$ cat config.mk
export PLATFORM = sky130hd
export DESIGN_NAME = mul8_seq_ctrl
export DESIGN_NICKNAME = d
export VERILOG_FILES = /design/src/rtl/mul8_seq_ctrl.sv
export SDC_FILE = /design/constraint.sdc
export NUM_CORES = 1
export LEC_CHECK = 0
export CAP_MARGIN = 20
export CORE_ASPECT_RATIO = 0.75
export CORE_MARGIN = 3
export CORE_UTILIZATION = 45
export CTS_CLUSTER_DIAMETER = 120
export DETAILED_ROUTE_END_ITERATION = 6
export PLACE_DENSITY = 0.64
export SLEW_MARGIN = 20
export SYNTH_ARGS = -nofsm -noshare
export SYNTH_HDL_FRONTEND = slang
export SYNTH_SLANG_ARGS = --single-unit
$ cat constraint.sdc
create_clock -name clk -period 9 [get_ports clk]
set_input_delay 1.35 -clock clk [delete_from_list [all_inputs] [get_ports clk]]
set_output_delay 1.35 -clock clk [all_outputs]
set_load 0.005 [all_outputs]
$ cat src/rtl/mul8_seq_ctrl.sv
// mul8_seq_ctrl: unsigned 8x8 -> 16-bit multiplier built by reusing one
// 4x4 array multiplier over four cycles (one nibble-pair partial product
// per cycle), with valid/ready handshakes on the operand and result sides.
//
// Handshake: a transfer happens on a rising edge where valid and ready are
// both high. in_ready is a pure decode of the IDLE state. out_valid and
// out_p are registered and stay stable until out_ready is seen in DONE.

// four_x_four_Multiplier: combinational 4x4 unsigned array multiplier, y = a*b.
module four_x_four_Multiplier (
    input  logic [3:0] a,
    input  logic [3:0] b,
    output logic [7:0] y
);
    // Shift-and-add over the rows of the partial-product array
    always_comb begin
        y = 8'h00;
        for (int i = 0; i < 4; i++) begin
            if (b[i]) begin
                y = y + ({4'h0, a} << i);
            end
        end
    end
endmodule

module mul8_seq_ctrl (
    input  logic        clk,
    input  logic        rst,
    input  logic        in_valid,
    output logic        in_ready,
    input  logic [7:0]  in_a,
    input  logic [7:0]  in_b,
    output logic        out_valid,
    input  logic        out_ready,
    output logic [15:0] out_p,
    output logic        busy
);
    typedef enum logic [2:0] {
        S_IDLE = 3'd0,
        S_P0   = 3'd1,
        S_P1   = 3'd2,
        S_P2   = 3'd3,
        S_P3   = 3'd4,
        S_DONE = 3'd5
    } state_t;

    state_t      r_state;
    logic [7:0]  r_a;
    logic [7:0]  r_b;
    logic [15:0] r_acc;
    logic        r_out_valid;
    logic [15:0] r_out_p;

    logic [3:0]  w_nib_a;
    logic [3:0]  w_nib_b;
    logic [7:0]  w_prod;
    logic [15:0] w_pp;

    // Nibble selection and partial-product alignment, driven only from the
    // latched operands so input changes while busy cannot leak in
    always_comb begin
        w_nib_a = r_a[3:0];
        w_nib_b = r_b[3:0];
        w_pp    = 16'h0000;
        case (r_state)
            S_P0: begin
                w_nib_a = r_a[3:0];
                w_nib_b = r_b[3:0];
                w_pp    = {8'h00, w_prod};
            end
            S_P1: begin
                w_nib_a = r_a[7:4];
                w_nib_b = r_b[3:0];
                w_pp    = {4'h0, w_prod, 4'h0};
            end
            S_P2: begin
                w_nib_a = r_a[3:0];
                w_nib_b = r_b[7:4];
                w_pp    = {4'h0, w_prod, 4'h0};
            end
            S_P3: begin
                w_nib_a = r_a[7:4];
                w_nib_b = r_b[7:4];
                w_pp    = {w_prod, 8'h00};
            end
            default: begin
                w_nib_a = r_a[3:0];
                w_nib_b = r_b[3:0];
                w_pp    = 16'h0000;
            end
        endcase
    end

    four_x_four_Multiplier u_mul (
        .a (w_nib_a),
        .b (w_nib_b),
        .y (w_prod)
    );

    // Sequencing FSM with operand, accumulator and result registers
    always_ff @(posedge clk or posedge rst) begin
        if (rst) begin
            r_state     <= S_IDLE;
            r_a         <= 8'h00;
            r_b         <= 8'h00;
            r_acc       <= 16'h0000;
            r_out_valid <= 1'b0;
            r_out_p     <= 16'h0000;
        end else begin
            case (r_state)
                S_IDLE: begin
                    if (in_valid) begin
                        r_a     <= in_a;
                        r_b     <= in_b;
                        r_acc   <= 16'h0000;
                        r_state <= S_P0;
                    end
                end
                S_P0: begin
                    r_acc   <= r_acc + w_pp;
                    r_state <= S_P1;
                end
                S_P1: begin
                    r_acc   <= r_acc + w_pp;
                    r_state <= S_P2;
                end
                S_P2: begin
                    r_acc   <= r_acc + w_pp;
                    r_state <= S_P3;
                end
                S_P3: begin
                    // Max sum is 255*255 = 16'hFE01, so no carry-out is needed
                    r_out_p     <= r_acc + w_pp;
                    r_out_valid <= 1'b1;
                    r_state     <= S_DONE;
                end
                S_DONE: begin
                    if (out_ready) begin
                        r_out_valid <= 1'b0;
                        r_state     <= S_IDLE;
                    end
                end
                default: begin
                    // Undefined encodings recover to IDLE
                    r_out_valid <= 1'b0;
                    r_state     <= S_IDLE;
                end
            endcase
        end
    end

    assign in_ready  = (r_state == S_IDLE);
    assign busy      = (r_state != S_IDLE);
    assign out_valid = r_out_valid;
    assign out_p     = r_out_p;

endmodule

; After elaboration in Yosys (flattened, before gate mapping)
; Cells that the tools add are included.
[word_totals]
in_bits = 20
register_bits = 52
[classes]
bitwise_logic = 1
mux = 14
addsub = 4
n_reduce_logical = 12
eq_ne = 7
[ops]
columns = operator, count
row1 = 16-bit case mux with 3 select lines, 1
row2 = 16-bit case mux with 2 select lines, 1
row3 = 8-bit two-way mux, 3
row4 = 3-bit case mux with 6 select lines, 1
row5 = 16-bit adder, 1
row6 = 16-bit two-way mux, 1
row7 = 4-bit two-way mux, 3
row8 = 8-bit by 5-bit adder with 8-bit output, 1
row9 = 8-bit by 6-bit adder with 8-bit output, 1
row10 = 8-bit by 7-bit adder with 8-bit output, 1
row11 = 2-bit AND reduction, 4
row12 = 3-bit by 2-bit == test with 1-bit output (second input constant), 2
row13 = 3-bit == test (second input constant), 2
row14 = 3-bit two-way mux, 2
row15 = 2-bit OR reduction, 3
row16 = 2-bit inequality test (second input constant), 2
row17 = 4-bit OR reduction, 1
row18 = 3-bit by 1-bit == test with 1-bit output (second input constant), 1
row19 = 3-bit zero test, 1
row20 = 1-bit case mux with 3 select lines, 1
row21 = 3-bit nonzero test, 1
row22 = 3-bit OR reduction, 1
row23 = 2-bit nonzero test, 1
row24 = 1-bit two-way mux, 1
row25 = 1-bit inverter, 1

; Longest topological paths before layout
; Gate-level depths: netlist of the first run.
[logic_depth]
word_depth = 13
depth_mapped = 30
depth_no_buf = 28

; Hierarchy
; Synthesis of the first run repeated with hierarchy kept, for this count alone.
[hier_totals]
cells_unflattened = 408
hier_area_um2 = 3921.3
[by_module_without_submodules]
columns = module, area_per_inst_um2, n_inst, seq_area_each_um2, cells_each
row1 = mul8_seq_ctrl, 3343.2, 1, 1301.2, 335
row2 = four_x_four_Multiplier, 578.1, 1, 0.0, 73

; Worst setup path after synthesis of the first run
; OpenSTA, ideal clock, no wires.
[synth_path]
path_kind = reg2reg
from = register r_state[0]
to = register r_out_p[14], in the netlist out_p[14]
arrival_ps = 5887
path_stages_with_launch = 29
period_less_slack_ps = 6003
setup_slack_ps = 2997
n_path_buf = 2
path_cell_list = dfrtp_1 -> buf_2 -> or3b_1 -> buf_2 -> o32a_1 -> nand2_1 -> nor2_1 -> ha_1 -> fa_1 -> xor2_1 -> nor3b_1 -> a21oi_1 -> ha_1 -> and3_1 -> or3_1 -> o211ai_1 -> o41ai_4 -> ha_1 -> a21oi_1 -> xor2_1 -> nor2_1 -> a21oi_1 -> o22ai_1 -> ha_1 -> o21a_1 -> o21ai_0 -> o2bb2ai_1 -> o211ai_1 -> o311ai_0
[synth_via]
elab_chain_cells = 12
word_cells_on_any_way = 18
classes_between = add/sub: 4 / eq/ne: 4 / mux: 7 / reduce/logical: 3
[synth_lines]
columns = item, line
row1 = from (decl), 47  ; state_t r_state;
row2 = from (signal assigned), 103  ; r_state <= S_IDLE;
row3 = from (signal assigned), 116  ; r_state <= S_P0;
row4 = from (signal assigned), 121  ; r_state <= S_P1;
row5 = 3-bit == test or 3-bit by 2-bit == test with 1-bit output (tied branches), "65, 110"
row6 = 2-bit OR reduction (no source line), --
row7 = 4-bit two-way mux, 65  ; case (r_state)
row8 = 4-bit two-way mux, 19  ; if (b[i]) begin
row9 = 8-bit by 5-bit adder with 8-bit output, 20  ; y = y + ({4'h0, a} << i);
row10 = 8-bit two-way mux, 19
row11 = 8-bit by 6-bit adder with 8-bit output, 20
row12 = 8-bit two-way mux, 19
row13 = 8-bit by 7-bit adder with 8-bit output, 20
row14 = 8-bit two-way mux, 19
row15 = 16-bit case mux with 3 select lines, 65
row16 = 16-bit adder, 133  ; r_out_p <= r_acc + w_pp;
row17 = to (signal assigned), 133
row18 = to (decl), 52  ; logic [15:0] r_out_p;
; Parallel ways exist; a longest one is shown, timed or not.
; A chain may end at the register's enable or synchronous reset.

; Final worst setup path of the first run
[layout_path]
from = register r_state[2]
to = register r_out_p[14], in the netlist out_p[14]
; Same word-level chain as after synthesis.

==> results of run 1 <==
[cell type report]
class | count | area (um^2)
inverter | 21 | 78.8
multi-input combinational | 309 | 2170
sequential | 52 | 1300
timing repair buffer | 41 | 403
tap | 101 | 126
fill | 699 | 3410
clock inverter | 2 | 38.8
clock buffer | 6 | 72.6
[flip-flops by register name, indices dropped and copies added, names as in the netlist]
name,flops
out_p,16
r_acc,16
r_state,3
r_b,8
r_a,8
out_valid,1
[layout by cell type, fill, tap and decap left out, types with 2 or more instances in the layout]
cell type | synthesis | layout
o21ai_2 | 2 | 2
nand2_1 | 37 | 37
nand3_1 | 20 | 20
ha_1 | 26 | 26
and3_1 | 2 | 2
nor2_1 | 25 | 25
o21ai_0 | 45 | 45
o21a_1 | 4 | 4
nor2b_1 | 3 | 3
o32ai_2 | 2 | 2
o21bai_1 | 2 | 2
o32a_1 | 2 | 2
fa_1 | 4 | 4
dfrtp_1 | 52 | 52
xor2_1 | 8 | 8
inv_1 | 21 | 20
o32ai_1 | 2 | 2
o211ai_1 | 5 | 5
nand2b_1 | 4 | 4
or2_2 | 2 | 2
a211oi_1 | 2 | 2
mux2i_1 | 4 | 4
xnor2_1 | 10 | 10
a21oi_1 | 22 | 22
o22ai_1 | 6 | 6
clkdlybuf4s50_1 | 0 | 38
buf_4 | 0 | 3
mux2_2 | 18 | 18
clkbuf_8 | 0 | 5
o31ai_1 | 3 | 3
nor3b_1 | 5 | 5
a21o_1 | 6 | 6
or3_1 | 5 | 5
nor3_1 | 9 | 9
[stage by stage]
step,setup WS [ps],hold slack [ps],util (%)
after floorplan,3000,466,-
after global placement,2170,458,53.7
after detailed placement,2050,463,53.7
after CTS,1960,487,55.2
after global routing,1310,505,55.2
final,1940,480,55.2
[final timing paths]
kind / from / endpoint / slack [ps] / depth (start not counted)
max reg2reg: r_state[2]$_DFFE_PP0P_ / out_p[14]$_DFFE_PP0P_ / 1940 / 27
max: r_state[2]$_DFFE_PP0P_ / out_p[14]$_DFFE_PP0P_ / 1940 / 27
min reg2reg: out_p[0]$_DFFE_PP0P_ / out_p[0]$_DFFE_PP0P_ / 480 / 2
min in group asynchronous: rst / r_acc[13]$_DFFE_PP0P_ / 1540 / 3
min: out_p[0]$_DFFE_PP0P_ / out_p[0]$_DFFE_PP0P_ / 480 / 2
max in group asynchronous: rst / r_acc[0]$_DFFE_PP0P_ / 7020 / 3
[cells by family (layout without fill, tap and decap cells)]
kind of cell / Yosys count / count (layout) / synth area share [%]
buffers and inverters: 42 / 70 / 4.93
AND/OR/NAND/NOR: 122 / 122 / 16.2
XOR/XNOR: 18 / 18 / 4.32
AO/OA/AOI/OAI: 117 / 117 / 21.2
multiplexers: 22 / 22 / 6.64
adder cells (fa/ha/maj): 30 / 30 / 11.1
flip-flops: 52 / 52 / 35.6
[worst register-to-register path, cell delays in order, from the launching register on]
cell and delay (ps):
dfrtp_1 690, or3b_1 390, buf_4 260, o32a_1 220, nand2_1 150, nor2_1 90
ha_1 230, fa_1 420, xor2_1 180, nor3b_1 310, a21oi_1 130, ha_1 300
and3_1 190, or3_1 340, o211ai_1 140, o41ai_4 150, ha_1 340, a21oi_1 160
xor2_1 160, nor2_1 60, a21oi_1 210, o22ai_1 120, ha_1 360, o21a_1 120
o21ai_0 300, o2bb2ai_1 280, o211ai_1 250, o311ai_0 380
[layer usage]
metal / track usage, % / wire length, um
met1: 31.3 / 4620
met2: 25.3 / 3250
met3: 5.10 / 618
met4: 3.17 / 50
met5: 0 / 0
==> results_dict.tcl, run 1 <==
set metrics [dict create \
    synth_top_area_share_pct 35.6 \
    netlist_top_cells_count "52 x dfrtp_1, 45 x o21ai_0, 37 x nand2_1" \
    transition_at_the_pin_with_the_smallest_max_transition_slack_ps 673 \
    yosys_warnings 0 \
    floorplan.die_area_mm2 0.00925 \
    timing.critical_path.to_type "flip-flop" \
    synth.top_cells.by_area "dfrtp_1 36%, ha_1 8.9%, o21ai_0 6.2%" \
    timing.critical_path.fanout_max 41 \
    setup_total_negative_slack_ps 0 \
    fin_skew_ps 7.36 \
    rows 27 \
    post-cts-setup-buffer-count 0 \
    clk_pin_slew_worst_paths_ps 100 \
    timing.final.hold_violations 0 \
    io_buffers 38 \
    finalWirelength_mm 8.53 \
    ys_seq_area_share_pct 35.6 \
    fmaxAchievable_mhz 142 \
    drcViolationCount 0 \
    top_level_ports 39 \
    synth_largest_area_cell "dfrtp_1" \
    grt_antenna_before_repair 0 \
    number_of_nets_with_antenna_violations_after_routing 0 \
    synthCells 403 \
    worstSetupStartpointType "flip-flop" \
    synth_seq_cells 52 \
    vertical_die_dimension_um 84.0 \
    cts_max_path_buffers 2 \
    synth-edff-count 0 \
    worstHoldPathType "flip-flop to flip-flop" \
    overall_die_width_um 110 \
    cts_tree "done" \
    final_nets 480 \
    cts_buffers 5 \
    area_growth_pct 14.8 \
    synth_cell_type_count 59 \
    final-max-slew-violation-count 0 \
    drt-pass1-iter-count 5 \
    mappedNetlistNets 453 \
    avgSynthCellArea_um2 9.07 \
    synth.cell_area_mm2 0.00365 \
    gp_congestion 0.952 \
    path_class "flip-flop to flip-flop" \
    cpMostUsedCell "ha_1" \
    crit_required_ps 9190 \
    critical_path.top_delay_family "compound AO/OA/AOI/OAI gates" \
    max_slew_margin_pct 55.2 \
    setup_viol 0 \
    via_count 3001 \
    violation_count_after_the_first_detailed_route_iteration 130 \
    postSynth.topFlopCell "dfrtp_1" \
    h_tree_lvls 2 \
    final_layout_size_suffix_gt1_share_pct 9.98 \
    place.detailed.hpwl_mm 6.42 \
    period_needed_ps 7060 \
    postCtsResizedCells 0 \
    post_drt_via_cell_ratio 5.64 \
    post_drt_wl_per_cell_um 16.0 \
    core_area_mm2 0.00760 \
    start_util_pct 48.1 \
    rsz0062_at_grt "false" \
    track_usage_pct 19.3 \
    run_status "completed" \
    placedInstanceArea_mm2 0.00408 \
    overflow 0 \
    max_stage_delay_ps 690 \
    grt_first_pass_wirelength_mm 14.1 \
    cts_root_buffer "clkbuf_8" \
    finalInstanceArea_mm2 0.00419 \
    pin_count_of_the_biggest_net_entering_global_routing 53 \
    timing.max_cap.violations 0 \
    antenna-diode-count 0 \
    layoutNonFillerInstCount 532 \
    synthMostInstantiatedCell "dfrtp_1" \
    critPathSlowestCell "dfrtp_1" \
    clkSinkCount 52 \
    placed_cells_incl_taps 524 \
    path_buf_inv 1 \
    grt_pass1_vias 2816 \
    clk_latency_ps 310 \
    synthArstFlopShare_pct 100 \
    final_min_period_over_clock_period_pct 78.4 \
    cp.arrival_ps 7250 \
    cts_hold_buf 0 \
]
Power of run 1 is left out: the tool's default activity adds up to more than one toggle a clock period on the data nets, which glitch-free logic cannot reach.
==> run 2, diff against run 1 <==
==> constraint.sdc (replaced) <==
create_clock -name clk -period 6.75 [get_ports clk]
set_input_delay 1.0125 -clock clk [delete_from_list [all_inputs] [get_ports clk]]
set_output_delay 1.0125 -clock clk [all_outputs]
set_load 0.005 [all_outputs]
==> run 2 against run 1 <==
  * Register-to-register slack lost 1500 ps
  * First-iteration DRC count stayed put
  * Clock-buffer cell count unchanged
  * Non-clock buffer count grew 7
  * Utilization up 1.4 points
  * Largest cell class unchanged
==> results_dict.tcl, run 2 (synthesis results as in run 1) <==
set metrics [dict create \
    h_tree_lvls 2 \
    gp_congestion 0.903 \
    post_route_worst_hold_slack_ps 481 \
    rows 27 \
    cts_tree "done" \
    area_growth_pct 17.6 \
    via_count 3000 \
    timing.final.hold_violations 0 \
    final_min_period_over_clock_period_pct 94.1 \
    timing.critical_path.to_type "flip-flop" \
    final_nets 487 \
    number_of_nets_with_antenna_violations_after_routing 0 \
    vertical_die_dimension_um 84.0 \
    io_buffers 38 \
    fmaxAchievable_mhz 157 \
    worstSetupStartpointType "flip-flop" \
    floorplan.die_area_mm2 0.00925 \
    overall_die_width_um 110 \
    reg2regPathDepth 28 \
    period_needed_ps 6350 \
    layout.filler_cells 716 \
    rsz0062_at_grt "false" \
    setup_total_negative_slack_ps 0 \
    drt-pass1-iter-count 5 \
    core_area_mm2 0.00760 \
    cts_buffers 5 \
    worstHoldPathCells 2 \
    cpMostUsedCell "ha_1" \
    post_drt_via_cell_ratio 5.57 \
    place.detailed.hpwl_mm 6.55 \
    setup_viol 0 \
    antenna-diode-count 0 \
    critPathSlowestCell "dfrtp_1" \
    cts_max_path_buffers 2 \
    max_slew_margin_pct 55.1 \
    worstHoldPathType "flip-flop to flip-flop" \
    transition_at_the_pin_with_the_smallest_max_transition_slack_ps 674 \
    cts_hold_buf 0 \
    core_util_final_pct 56.5 \
    seq_area_mm2 0.00130 \
    cts_root_buffer "clkbuf_8" \
    clk_latency_ps 320 \
    final_layout_size_suffix_gt1_share_pct 13.5 \
    clk_pin_slew_worst_paths_ps 100 \
    path_class "flip-flop to flip-flop" \
    start_util_pct 48.1 \
    cp.arrival_ps 6540 \
    fin_skew_ps 5.54 \
    grt_antenna_before_repair 0 \
    run_status "completed" \
    leading_cell_type_in_the_layout_fill_and_taps_excluded "dfrtp_1" \
    track_usage_pct 20.2 \
    timing.critical_path.fanout_max 7 \
    post_drt_wl_per_cell_um 16.0 \
    clkSinkCount 52 \
    drcViolationCount 0 \
    timing.max_cap.violations 0 \
    finalWirelength_mm 8.63 \
    crit_required_ps 6940 \
    max_stage_delay_ps 440 \
    pin_count_of_the_biggest_net_entering_global_routing 53 \
    grt_first_pass_wirelength_mm 14.8 \
    finalInstanceArea_mm2 0.00430 \
    overflow 0 \
    final-max-slew-violation-count 0 \
    grt_pass1_vias 2954 \
    violation_count_after_the_first_detailed_route_iteration 130 \
    top_level_ports 39 \
    footprint_of_the_multi_input_gates_mm2 0.00222 \
    placedInstanceArea_mm2 0.00413 \
    layout.cells.most_common_list "51 x dfrtp_1, 43 x o21ai_0, 38 x clkdlybuf4s50_1, 37 x nand2_1, 26 x ha_1" \
]
[run 2: cell count changes in the layout (fill, tap and decap cells not counted), sizes merged]
cell	previous run	this run
buf	3	10
[run 2: layout make-up]
class / instances / area share, %
sequential: 52 / 30.3
inverter: 21 / 1.83
timing repair buffer: 48 / 10.6
tap: 101 / 2.94
multi-input combinational: 309 / 51.7
clock buffer: 6 / 1.69
clock inverter: 2 / 0.903
[run 2: repair_timing]
action,CTS,global route
setup endpoints to repair,1,18
buffers inserted,0,1
resized for setup,3,11
cloned,0,0
pin swaps,0,1
[run 2: worst paths after layout]
check	startpoint	to	slack, ps
hold / removal	out_p[4]$_DFFE_PP0P_	out_p[4]$_DFFE_PP0P_	480
min in group asynchronous	rst	out_p[14]$_DFFE_PP0P_	1190
max in group asynchronous	rst	r_state[0]$_DFFE_PP0P_	5090
setup / recovery	r_state[1]$_DFFE_PP0P_	r_acc[13]$_DFFE_PP0P_	400
hold reg to reg	out_p[4]$_DFFE_PP0P_	out_p[4]$_DFFE_PP0P_	480
setup reg to reg	r_state[1]$_DFFE_PP0P_	r_acc[13]$_DFFE_PP0P_	400
[run 2: per-stage QoR]
step | setup slack [ps] | instances
finish | 400 | 539
global route | 0.595 | 539
CTS | 49.7 | 538
detailed placement | 11.5 | 530
global placement | 166 | 530
floorplan | 747 | 403
[run 2: critical path, delay by kind of cell (launching register included)]
kind	cells	cell delay (ps)
AND/OR/NAND/NOR	8	1710
AO/OA/AOI/OAI	11	1760
XOR/XNOR	3	510
flip-flops	1	440
adder cells (fa/ha/maj)	5	1620
buffers and inverters	1	180
[run 2: per-layer routing]
layer  GRT usage (%)  wire length (um)  up-vias
met5               0                 0        -
met1            32.1              4640     1418
met4            4.19                80        0
met3            3.63               406        8
met2            28.1              3500       70
li1                -                 -     1504
Power of run 2 is left out for the same reason.
